==> src/rtl/mc_ctrl_pkg.sv <==
// -----------------------------------------------------------------------------
// mc_ctrl_pkg
// Shared types for the RV32I multi-cycle control sequencer.
//   state_t      : sequencer state encoding (6 unused, recovers to IDLE)
//   PCSEL_*      : next-PC select codes driven on pc_sel
//   ctrl_word_t  : decoder bits captured once per instruction in DECODE
//   pcSelect()   : next-PC select for the current control word
// -----------------------------------------------------------------------------
package mc_ctrl_pkg;

  typedef enum logic [2:0] {
    IDLE   = 3'd0,
    FETCH  = 3'd1,
    DECODE = 3'd2,
    EXEC   = 3'd3,
    MEM    = 3'd4,
    WB     = 3'd5,
    TRAP   = 3'd7
  } state_t;

  localparam logic [1:0] PCSEL_SEQ  = 2'b00;  // PC + 4
  localparam logic [1:0] PCSEL_BR   = 2'b01;  // branch / JAL target
  localparam logic [1:0] PCSEL_JALR = 2'b10;  // JALR target

  typedef struct packed {
    logic regWrite;
    logic memRead;
    logic memWrite;
    logic branchSig;
    logic conJalr;
  } ctrl_word_t;

  // JALR outranks a branch; a branch only redirects when the comparator agrees.
  function automatic logic [1:0] pcSelect(input ctrl_word_t cw, input logic taken);
    if (cw.conJalr)              return PCSEL_JALR;
    else if (cw.branchSig && taken) return PCSEL_BR;
    else                         return PCSEL_SEQ;
  endfunction

endpackage

==> src/rtl/multicycle_ctrl_fsm_if.sv <==
// -----------------------------------------------------------------------------
// multicycle_ctrl_fsm_if
// Instruction/data memory handshake between the sequencer and the memories.
//   imem_req   : instruction fetch request          (sequencer -> memory)
//   imem_ready : instruction word valid this cycle  (memory -> sequencer)
//   dmem_rd    : data read request                  (sequencer -> memory)
//   dmem_wr    : data write request                 (sequencer -> memory)
//   dmem_ready : data access complete this cycle    (memory -> sequencer)
// Modports: master = sequencer side, slave = memory side.
// -----------------------------------------------------------------------------
interface multicycle_ctrl_fsm_if;
  logic imem_req;
  logic imem_ready;
  logic dmem_rd;
  logic dmem_wr;
  logic dmem_ready;

  modport master (output imem_req, dmem_rd, dmem_wr, input imem_ready, dmem_ready);
  modport slave  (input imem_req, dmem_rd, dmem_wr, output imem_ready, dmem_ready);
endinterface

==> src/rtl/mem_wait_timer.sv <==
// -----------------------------------------------------------------------------
// mem_wait_timer
// Counts consecutive wait cycles on a memory handshake.
//   clk, rst : clock, synchronous active-high reset
//   clear    : return the count to zero (priority over enable)
//   enable   : a wait cycle is happening now; count it
//   expired  : this wait cycle is the TIMEOUT-th in a row
// -----------------------------------------------------------------------------
module mem_wait_timer #(
  parameter int TIMEOUT = 255,
  parameter int WIDTH   = 8
) (
  input  logic clk,
  input  logic rst,
  input  logic clear,
  input  logic enable,
  output logic expired
);

  localparam logic [WIDTH-1:0] LAST = WIDTH'(TIMEOUT - 1);

  logic [WIDTH-1:0] count;

  // NOTE: sequential state uses non-blocking assignments so every flop samples
  // pre-edge values regardless of process evaluation order.
  always_ff @(posedge clk) begin
    if (rst || clear) count <= '0;
    else if (enable)  count <= count + WIDTH'(1);
  end

  // Combinational so the caller can trap on the same cycle the limit is hit.
  assign expired = enable && (count == LAST);

endmodule

==> src/rtl/multicycle_ctrl_fsm.sv <==
// -----------------------------------------------------------------------------
// multicycle_ctrl_fsm
// Multi-cycle sequencer for the RV32I core: FETCH -> DECODE -> EXEC ->
// [MEM] -> [WB], with ready handshakes and a wait timeout that traps the core.
// Optional build macro: PERF_CNT_EN (adds perf_retired / perf_stall).
//
// Ports:
//   clk, rst           clock, synchronous active-high reset
//   run                level enable, sampled only at instruction boundaries
//   memBus             memory handshake (multicycle_ctrl_fsm_if.master)
//   dec_*              microprogram decoder outputs, sampled in DECODE
//   branch_taken       branch comparator, valid in EXEC
//   ir_load, pc_load   IR / PC load strobes
//   pc_sel             00 PC+4, 01 branch/JAL, 10 JALR
//   rf_we              register-file write strobe
//   busy, trap         instruction in flight / sticky fault
//   state_o            current state encoding
//   perf_retired/stall (PERF_CNT_EN) retired instructions / wait cycles
// -----------------------------------------------------------------------------
module multicycle_ctrl_fsm
  import mc_ctrl_pkg::*;
#(
  parameter int MEM_TIMEOUT = 255,
  parameter int TO_WIDTH    = 8
`ifdef PERF_CNT_EN
  ,
  parameter int CNT_WIDTH   = 32
`endif
) (
  input  logic                          clk,
  input  logic                          rst,
  input  logic                          run,
  multicycle_ctrl_fsm_if.master         memBus,
  input  logic                          dec_regWrite,
  input  logic                          dec_MemRead,
  input  logic                          dec_MemWrite,
  input  logic                          dec_BranchSig,
  input  logic                          dec_Con_Jalr,
  input  logic                          branch_taken,
  output logic                          ir_load,
  output logic                          pc_load,
  output logic [1:0]                    pc_sel,
  output logic                          rf_we,
  output logic                          busy,
  output logic                          trap,
  output logic [2:0]                    state_o
`ifdef PERF_CNT_EN
  ,
  output logic [CNT_WIDTH-1:0]          perf_retired,
  output logic [CNT_WIDTH-1:0]          perf_stall
`endif
);

  state_t     state, nextState, exitState;
  ctrl_word_t ctrlWord;
  logic [1:0] pcSelReg, execPcSel;
  logic       memWait, timedOut;

  // A stalled handshake cycle; anything else restarts the wait count.
  assign memWait   = (state == FETCH && !memBus.imem_ready) ||
                     (state == MEM   && !memBus.dmem_ready);
  assign execPcSel = pcSelect(ctrlWord, branch_taken);
  assign exitState = run ? FETCH : IDLE;

  mem_wait_timer #(.TIMEOUT(MEM_TIMEOUT), .WIDTH(TO_WIDTH)) waitTimer (
    .clk     (clk),
    .rst     (rst),
    .clear   (!memWait),
    .enable  (memWait),
    .expired (timedOut)
  );

  // State register
  always_ff @(posedge clk) begin
    if (rst) state <= IDLE;
    else     state <= nextState;
  end

  // Per-instruction registers: decoder bits in DECODE, redirect select in EXEC
  // so a JAL/JALR link write in WB and its PC update land together.
  always_ff @(posedge clk) begin
    if (rst) begin
      ctrlWord <= '0;
      pcSelReg <= PCSEL_SEQ;
    end else begin
      if (state == DECODE)
        ctrlWord <= '{regWrite:  dec_regWrite,  memRead: dec_MemRead,
                      memWrite:  dec_MemWrite,  branchSig: dec_BranchSig,
                      conJalr:   dec_Con_Jalr};
      if (state == EXEC) pcSelReg <= execPcSel;
    end
  end

  // Next-state logic
  always_comb begin
    // NOTE: the default assignment up front keeps every path assigned, so no
    // latch is inferred for nextState.
    nextState = state;
    case (state)
      IDLE:   nextState = run ? FETCH : IDLE;
      FETCH:  if (memBus.imem_ready) nextState = DECODE;
              else if (timedOut)     nextState = TRAP;
      DECODE: nextState = (dec_MemRead && dec_MemWrite) ? TRAP : EXEC;
      EXEC:   if (ctrlWord.memRead || ctrlWord.memWrite) nextState = MEM;
              else if (ctrlWord.regWrite)                nextState = WB;
              else                                       nextState = exitState;
      MEM:    if (memBus.dmem_ready) nextState = ctrlWord.memRead ? WB : exitState;
              else if (timedOut)     nextState = TRAP;
      WB:     nextState = exitState;
      TRAP:   nextState = TRAP;
      default: nextState = IDLE;  // unused encoding 6
    endcase
  end

  // Output decode: state + registered control word; only ready/branch_taken
  // handshakes reach outputs combinationally.
  always_comb begin
    memBus.imem_req = 1'b0;
    memBus.dmem_rd  = 1'b0;
    memBus.dmem_wr  = 1'b0;
    ir_load         = 1'b0;
    pc_load         = 1'b0;
    pc_sel          = PCSEL_SEQ;
    rf_we           = 1'b0;
    busy            = 1'b0;
    trap            = 1'b0;
    case (state)
      FETCH: begin
        busy            = 1'b1;
        memBus.imem_req = 1'b1;
        ir_load         = memBus.imem_ready;
      end
      DECODE: busy = 1'b1;
      EXEC: begin
        busy    = 1'b1;
        pc_sel  = execPcSel;
        pc_load = !(ctrlWord.memRead || ctrlWord.memWrite || ctrlWord.regWrite);
      end
      MEM: begin
        busy           = 1'b1;
        pc_sel         = pcSelReg;
        memBus.dmem_rd = ctrlWord.memRead;
        memBus.dmem_wr = ctrlWord.memWrite;
        pc_load        = memBus.dmem_ready && ctrlWord.memWrite;
      end
      WB: begin
        busy    = 1'b1;
        pc_sel  = pcSelReg;
        rf_we   = 1'b1;
        pc_load = 1'b1;
      end
      TRAP:    trap = 1'b1;
      default: ;
    endcase
  end

  assign state_o = state;

`ifdef PERF_CNT_EN
  // Neither event can occur in TRAP, so both counters freeze there.
  always_ff @(posedge clk) begin
    if (rst) begin
      perf_retired <= '0;
      perf_stall   <= '0;
    end else begin
      if (pc_load) perf_retired <= perf_retired + CNT_WIDTH'(1);
      if (memWait) perf_stall   <= perf_stall + CNT_WIDTH'(1);
    end
  end
`endif

endmodule

==> src/flat_wrapper.sv <==
// flat-port wrapper written by rule: the top's interface ports become plain ports
module multicycle_ctrl_fsm_flat import mc_ctrl_pkg::*;
#(
  parameter int MEM_TIMEOUT = 255,
  parameter int TO_WIDTH    = 8

)
  (clk, rst, run, dec_regWrite, dec_MemRead, dec_MemWrite, dec_BranchSig, dec_Con_Jalr, branch_taken, ir_load, pc_load, pc_sel, rf_we, busy, trap, state_o, memBus_imem_req, memBus_dmem_rd, memBus_dmem_wr, memBus_imem_ready, memBus_dmem_ready);
  multicycle_ctrl_fsm_if memBus_i ();
  input  logic clk;
  input  logic rst;
  input  logic run;
  input  logic dec_regWrite;
  input  logic dec_MemRead;
  input  logic dec_MemWrite;
  input  logic dec_BranchSig;
  input  logic dec_Con_Jalr;
  input  logic branch_taken;
  output logic ir_load;
  output logic pc_load;
  output logic [1:0] pc_sel;
  output logic rf_we;
  output logic busy;
  output logic trap;
  output logic [2:0] state_o;
  output wire logic [$bits(memBus_i.imem_req)-1:0] memBus_imem_req;
  output wire logic [$bits(memBus_i.dmem_rd)-1:0] memBus_dmem_rd;
  output wire logic [$bits(memBus_i.dmem_wr)-1:0] memBus_dmem_wr;
  input wire logic [$bits(memBus_i.imem_ready)-1:0] memBus_imem_ready;
  input wire logic [$bits(memBus_i.dmem_ready)-1:0] memBus_dmem_ready;
  assign memBus_imem_req = memBus_i.imem_req;
  assign memBus_dmem_rd = memBus_i.dmem_rd;
  assign memBus_dmem_wr = memBus_i.dmem_wr;
  assign memBus_i.imem_ready = memBus_imem_ready;
  assign memBus_i.dmem_ready = memBus_dmem_ready;
  multicycle_ctrl_fsm #(.MEM_TIMEOUT(MEM_TIMEOUT), .TO_WIDTH(TO_WIDTH)) u_core (.clk(clk), .rst(rst), .run(run), .memBus(memBus_i), .dec_regWrite(dec_regWrite), .dec_MemRead(dec_MemRead), .dec_MemWrite(dec_MemWrite), .dec_BranchSig(dec_BranchSig), .dec_Con_Jalr(dec_Con_Jalr), .branch_taken(branch_taken), .ir_load(ir_load), .pc_load(pc_load), .pc_sel(pc_sel), .rf_we(rf_we), .busy(busy), .trap(trap), .state_o(state_o));
endmodule
==> config.mk <==
export PLATFORM = sky130hd
export DESIGN_NAME = multicycle_ctrl_fsm_flat
export DESIGN_NICKNAME = d
export VERILOG_FILES = /design/src/rtl/mc_ctrl_pkg.sv /design/src/rtl/multicycle_ctrl_fsm_if.sv /design/src/rtl/mem_wait_timer.sv /design/src/rtl/multicycle_ctrl_fsm.sv /design/src/flat_wrapper.sv
export SDC_FILE = /design/constraint.sdc
export NUM_CORES = 1
export LEC_CHECK = 0
export CELL_PAD_IN_SITES_DETAIL_PLACEMENT = 2
export CELL_PAD_IN_SITES_GLOBAL_PLACEMENT = 2
export CORE_MARGIN = 2
export CORE_UTILIZATION = 31
export DETAILED_ROUTE_END_ITERATION = 16
export DONT_BUFFER_PORTS = 1
export PLACE_DENSITY = 0.73
export SLEW_MARGIN = 40
export SYNTH_ARGS = -nofsm -noshare
export SYNTH_HDL_FRONTEND = slang
export SYNTH_SLANG_ARGS = --single-unit
==> constraint.sdc <==
create_clock -name clk -period 1.4 [get_ports clk]
set_input_delay 0.35 -clock clk [delete_from_list [all_inputs] [get_ports clk]]
set_output_delay 0.35 -clock clk [all_outputs]
set_load 0.1 [all_outputs]
==> impl_metrics.toml, run 1 <==
[outcome]
status = "stopped before the end"
stop_stage = "global routing (5_1_grt)"
tool.error = "[ERROR DPL-0033] detailed placement checks failed during check placement."

[clock_tree]
cts_sinks = 18
cts_htree_levels = 1
numCtsBuffers = 3
clockBufferDepth = 2
holdBufCountCts = 0
root_buffer = "clkbuf_4"

[yosys]
avgSynthCellArea_um2 = 8.66
synth_edf_count = 0
synth.area.top_cells = "dfxtp_1 38%, nor2_1 5.5%, nor2_2 5.3%"
netlist_area_um2 = 952
syn_inst = 110
synth_nets = 123
yosysWarnings = 0
yosysUniqueCellTypes = 37
async_flop_share = 0
yosys.area.top_type_share = 0.378
synth_top_area_cell = "dfxtp_1"
synth_ff_type = "dfxtp_1"
synth_seq_cells = 18
synth.most_common_cell = "dfxtp_1"
synthTopCellsByCount = "18 x dfxtp_1, 14 x nor2_1, 8 x nor2_2"
ys_seq_area_frac = 0.378

[place]
pre_cts_ws_ns = -0.193
dp_cells = 170
portBuffers = 0
hpwl_um = 2670
globalplace.congestion = 0.770

[die]
die_w_um = 59.4
pin_count = 24
initial_utilization = 0.320
row_count = 20
die_y_um = 59.4

[global_routing]
antenna_found_initial = 1
grt_max_degree = 11

[sta]
worstEndpointType = "primary output"
crit_endpoint = "ir_load"
==> cells by family after synthesis <==
family / count (synthesis) / share of synthesized area
AOI/OAI and AO/OA: 19 / 0.131
buffers and inverters: 10 / 0.0565
muxes: 4 / 0.0421
adders and majority gates: 2 / 0.0263
and+or+nand+nor: 51 / 0.310
DFF: 18 / 0.378
xor gates and xnor gates: 6 / 0.0552
==> per-stage QoR <==
step / hold slack, ns / cell area [um2]
after floorplan: 0.460 / 1060
after CTS: 0.0827 / 1690
after global placement: 0.423 / 1410
after detailed placement: 0.427 / 1410
==> timing repair <==
item | CTS
endpoints found under the setup margin | 26
buffers inserted | 18
resized for setup | 27
pin swaps | 14
==> run 2, diff against run 1 <==
- CELL_PAD_IN_SITES_DETAIL_PLACEMENT: 2 -> unset
- CELL_PAD_IN_SITES_GLOBAL_PLACEMENT: 2 -> unset
- CORE_AREA: unset -> 2 2 63 65
- CORE_MARGIN: 2 -> unset
- CORE_UTILIZATION: 31 -> unset
- DIE_AREA: unset -> 0 0 65 67
- PLACE_DENSITY: 0.73 -> unset
- PLACE_DENSITY_LB_ADDON: unset -> 0.15
- clock period: 1.4 -> 1.82 ns (I/O delays scaled with it)
==> run 2 against run 1 <==
The flow now finishes, with violations (setup timing). Synthesized cell count is the same. Area after synthesis is the same.
==> impl_metrics.toml, run 2 <==
[outcome]
status = "finished, violations left"
violations = "setup timing"

[clock_tree]
root_buffer = "clkbuf_8"
clockBufferDepth = 2
numCtsBuffers = 3
cts_htree_levels = 1
holdBufCountCts = 0
clk_pin_slew_ns = 0.07
clock_latency_ns = 0.25
cts_tree = "yes"
cts_sinks = 18

[routing]
drtPass1Iterations = 4
via_per_inst = 4.84
routed_wl_um = 2350
postRouteAntennaNets = 0
wl_per_cell_um = 12.8
num_vias = 886
drc = 0
first_iter_violations = 29

[min_path]
min_from = "rst"
holdPathStages = 1
hold_end = "u_core.ctrlWord[3]"
hold_class = "primary input to flop"

[yosys]
yosysUniqueCellTypes = 37
synth.area.top_cells = "dfxtp_1 38%, nor2_1 5.5%, nor2_2 5.3%"
async_flop_share = 0
synthTopCellsByCount = "18 x dfxtp_1, 14 x nor2_1, 8 x nor2_2"
synthMuxAreaShare = 0.0420
synth_top_area_cell = "dfxtp_1"
synth_top_family_by_area = "simple AND/OR/NAND/NOR gates"
synth_seq_cells = 18
yosysWarnings = 0
syn_inst = 110
synth_compound_area_frac = 0.131
avgSynthCellArea_um2 = 8.66
synth.most_common_cell = "dfxtp_1"
synth_nets = 123
yosys.area_share.xor_xnor = 0.0552
synth_fa_ha_area_frac = 0.0263
synthSimpleGateAreaFrac = 0.310
netlist_area_um2 = 952
ys_seq_area_frac = 0.378
yosys.area.top_type_share = 0.378
synth_edf_count = 0
synth_ff_type = "dfxtp_1"

[sta]
holdWs_ns = 0.274
slew_viol_final = 0
fin_ws_ns = -0.0158
layout_min_cycle_time_ns = 1.84
hold_viol_final = 0
fin_skew_ns = 0.00264
rsz0062_at_grt = "yes"
final-setup-viol-count = 2
fmaxAchievable_mhz = 545
max-slew-margin-rel = 0.707
finalCritPeriodShare = 1.01
fin_tns_setup_ns = -0.0281
tightest_slew_ns = 0.440

[global_routing]
antenna_found_initial = 0
grt_usage = 0.118
grt_max_degree = 11
overflow = 0
grt_pass1_vias = 894
grt_pass1_wl_um = 4060

[setup_path]
r2r_start = "u_core.state_o[2]"
worstReg2RegEnd = "u_core.waitTimer.count[2]"
crit_required_ns = 1.36
critical_path_arrival_ns = 1.38
crit_fanout = 4
crit_type = "flop to output pin"
cp-start-kind = "flop"
end_kind = "output pin"
r2r_cells = 5
rrSetupSlack_ns = 0.22

[die]
die_y_um = 67
core_mm2 = 0.00361
row_count = 22
initial_utilization = 0.264
dieArea_mm2 = 0.00436
pin_count = 24
die_w_um = 65

[final_layout]
final_cell_area_mm2 = 0.00141
syn_to_final_growth_pct = 48.4
final_common_cell = "buf_4"
fin_nets = 149
fill_cells = 371
top_register = "u_core.waitTimer.count"
seq_area_um2 = 372
stdcell_count = 183
largest_reg_flops = 8
final_cell_mix = "18 x buf_4, 15 x dfxtp_1, 11 x nor2_1, 8 x nor2_2"
multi_input_area_um2 = 636
layout-drive-gt1-share = 0.452
antenna_cells = 0

[place]
hpwl_um = 1650
globalplace.congestion = 0.702
dp_cells = 163
portBuffers = 0
dpl_cell_area_mm2 = 0.00121

[pwr]
leakage_nw = 0.505
power.density_mw_per_mm2 = 697
ir_drop_v = 0.000272

[run]
maxCapViolations = 0
run 2: cell counts after synthesis:
No cell type changed its count.
run 2: final cells by class:
| cell class | count | area share |
|---|---|---|
| Clock inverter | 1 | 0.00266 |
| Inverter | 5 | 0.0159 |
| Clock buffer | 3 | 0.0292 |
| Multi-Input combinational cell | 82 | 0.450 |
| Sequential cell | 18 | 0.263 |
| Timing Repair Buffer | 26 | 0.197 |
| Tap cell | 48 | 0.0425 |
run 2: report_power, final:
part / leakage [nW] / internal (mW) / switching, mW
Clock: 0.0231 / 0.149 / 0.122
Sequential: 0.148 / 0.404 / 0.0113
Combinational: 0.334 / 0.108 / 0.190
Total: 0.505 / 0.661 / 0.323
run 2: worst max-delay path by stage:
stage / start / to / slack, ns / cells past startpoint
after floorplan: u_core.state_o[0] / ir_load / -0.32 / 4
after global placement: u_core.state_o[2] / pc_sel[0] / 0.15 / 3
after detailed placement: u_core.state_o[2] / pc_sel[0] / 0.1 / 3
after CTS: u_core.state_o[2] / pc_sel[0] / -0.05 / 3
after global routing: u_core.state_o[2] / pc_load / -0.09 / 4
final: u_core.state_o[2] / pc_sel[1] / -0.02 / 4
run 2: metal layers:
metal	routed length, um	up-vias	GRT usage
met2	1130	23	0.204
met1	1020	423	0.136
li1	-	435	-
met3	149	5	0.0355
met5	0	-	0
met4	39	0	0.0452
run 2: kinds of logic after synthesis:
logic type / count (synthesis)
mux: 4
simple gates: 51
fa+ha+maj: 2
xor+xnor: 6
buf+inv: 10
flops: 18
compound gates: 19
run 2: repair_timing:
action | in CTS | in global routing
endpoints found under the setup margin | 5 | 9
gates resized for setup | 2 | 6
buffers inserted | 13 | 3
pin swaps | 2 | 4
run 2: per-stage QoR:
stage / total power [mW] / utilization / setup WS (ns)
floorplan: 0.634 / - / -0.317
global placement: 0.682 / 0.336 / 0.150
detailed placement: 0.683 / 0.336 / 0.0971
CTS: 0.986 / 0.381 / -0.0476
global route: 1.03 / 0.392 / -0.0940
finish: 0.984 / 0.392 / -0.0158
run 2: critical path, stage by stage (launching register included):
cell and delay, ns:
dfxtp_4 0.35, nand3b_1 0.23, buf_4 0.19, nor2_4 0.09, a21o_4 0.27
Power figures use the tool's default switching activity.
==> run 3, diff against run 2 <==
- SYNTH_HIERARCHICAL: unset -> 1
==> run 3 against run 2 <==
The run still ends with setup timing left. Wire length rose by 2.5%. Cell area increased by 1.3%. Combinational power down 3%. Global-route usage grew 0.34 points. Die area unchanged. Critical path type unchanged. Critical endpoint is now ir_load.
==> impl_metrics.toml, run 3 <==
[outcome]
status = "finished, violations left"
violations = "setup timing"

[sta]
rsz0062_at_grt = "yes"
holdWs_ns = 0.267
max-slew-margin-rel = 0.732
layout_min_cycle_time_ns = 1.85
final-setup-viol-count = 4
fin_ws_ns = -0.0314
fin_skew_ns = 0.000465
finalCritPeriodShare = 1.02
hold_viol_final = 0
fmaxAchievable_mhz = 540
tightest_slew_ns = 0.402
slew_viol_final = 0

[pwr]
seq_power_share = 0.408
p_sw_mw = 0.331
power.density_mw_per_mm2 = 721
pwr-share-comb = 0.279
internal_power_mw = 0.701
leakage_nw = 0.526
swShare = 0.321
p_total_mw = 1.03
p_clk_frac = 0.313
ir_drop_v = 0.000351

[routing]
drc = 0
routed_wl_um = 2400
drtPass1Iterations = 4
via_per_inst = 4.84
wl_per_cell_um = 12.8
num_vias = 910
first_iter_violations = 25
postRouteAntennaNets = 0

[setup_path]
crit_type = "flop to output pin"
worst_path_dominant_cell_family = "flip-flops"
crit_fanout = 7
crit_required_ns = 1.36
critical_path.most_common_cell = "buf_12"
path_buf_inv = 2
crit_chain = "buf_12 > nor3b_4 > and2_4 > buf_12"
r2r_start = "u_core/state_o[0]"
cp-start-kind = "flop"
startpoint = "u_core/state_o[0]"
cp_slowest_cell = "dfxtp_4"
critPathMaxStageDelay_ns = 0.40
end_kind = "output pin"
critical_path_arrival_ns = 1.40

[yosys]
ys_seq_area_frac = 0.365
yosys.area_share.xor_xnor = 0.0355
synth_nets = 136
synth_fa_ha_area_frac = 0.0253
netlist_area_um2 = 987
synth.most_common_cell = "nor2_1"
yosysWarnings = 6
yosysUniqueCellTypes = 39
syn_inst = 123
synth_compound_area_frac = 0.151
avgSynthCellArea_um2 = 8.03
synth.area.top_cells = "dfxtp_1 37%, nor2_1 7.6%, mux2i_1 5.1%"
synth_seq_cells = 18
synth_edf_count = 0
synth_top_family_by_area = "simple AND/OR/NAND/NOR gates"
synthTopCellsByCount = "20 x nor2_1, 18 x dfxtp_1, 10 x nand2_1"
yosys.area.top_type_share = 0.365
async_flop_share = 0
synth_top_area_cell = "dfxtp_1"
synth_ff_type = "dfxtp_1"
synthMuxAreaShare = 0.0507
synthSimpleGateAreaFrac = 0.326

[clock_tree]
clk_pin_slew_ns = 0.07
root_buffer = "clkbuf_8"
clock_latency_ns = 0.25
clockBufferDepth = 2
numCtsBuffers = 3
cts_sinks = 18
cts_tree = "yes"
cts_htree_levels = 1
holdBufCountCts = 0

[final_layout]
largest_reg_flops = 8
fin_nets = 154
syn_to_final_growth_pct = 45.0
fill_cells = 372
antenna_cells = 0
layout-drive-gt1-share = 0.343
stdcell_count = 188
final_common_cell = "nor2_1"
top_register = "u_core/waitTimer/count"
final_cell_mix = "17 x nor2_1, 15 x dfxtp_1, 11 x buf_4, 8 x a21oi_1, 7 x buf_12"

[die]
die_y_um = 67
dieArea_mm2 = 0.00436
core_mm2 = 0.00361
die_w_um = 65
initial_utilization = 0.274
pin_count = 24
row_count = 22

[global_routing]
use_met1 = 0.144
grt-busiest-layer = "met2"
met2_usage = 0.216
use_met3 = 0.0355
grt_pass1_wl_um = 4080
grt_max_degree = 12
overflow = 0
antenna_found_initial = 0
grt_usage = 0.121
grt_pass1_vias = 882

[place]
pre_cts_ws_ns = 0.0482
hpwl_um = 1870
globalplace.congestion = 0.797
dp_cells = 178
portBuffers = 0

[min_path]
hold_class = "primary input to flop"
min_from = "rst"

[run]
maxCapViolations = 0
## run 3: area by class of cell
class | count | area [um2] | share of cell area
flip-flops and latches | 18 | 372 | 0.260
repair buffers | 19 | 234 | 0.163
inverters | 3 | 11.3 | 0.00787
well taps | 48 | 60.1 | 0.0420
clock buffers | 4 | 55.1 | 0.0385
multi-input cells | 96 | 699 | 0.489
## run 3: path summary, 6_finish.rpt
kind / to / slack (ns) / depth (start not counted)
worst max-delay path: ir_load / -0.03 / 4
worst min register to register: u_core/pcSelReg[0] / 0.48 / 2
worst min-delay path: u_core/state_o[1] / 0.27 / 1
worst max register to register: u_core/state_o[1] / 0.17 / 10
## run 3: timing repair
action / CTS / global route
endpoints found under the setup margin: 10 / 13
buffers inserted: 3 / 3
pin swaps: 5 / 5
resized for setup: 9 / 5
## run 3: kinds of logic after synthesis
logic type / Yosys count
AOI/OAI and AO/OA: 25
and+or+nand+nor: 60
xor gates and xnor gates: 4
buffers and inverters: 9
muxes: 5
adders and majority gates: 2
DFF: 18
## run 3: power groups by stage
stage                     Sequential, mW  Clock (mW)  Combinational (mW)
after global placement             0.428           0               0.263
final                              0.421       0.323               0.289
after detailed placement           0.429           0               0.264
after CTS                          0.420       0.340               0.283
after global routing               0.422       0.362               0.305
after floorplan                    0.463           0               0.177
## run 3: per-layer routing
metal / routed length, um / share of wire / up-vias
met4: 8 / 0.0033 / 0
met1: 1030 / 0.43 / 429
li1: - / - / 462
met5: 0 / 0 / -
met2: 1260 / 0.52 / 17
met3: 106 / 0.044 / 2
## run 3: metrics by stage
step	cell area, um2	utilization	setup TNS, ns
2_1_floorplan	1080	-	-1.56
3_3_place_gp	1250	0.347	0
3_5_place_dp	1250	0.347	0
4_1_cts	1360	0.378	-0.102
5_1_grt	1430	0.397	-0.400
6_report	1430	0.397	-0.0705
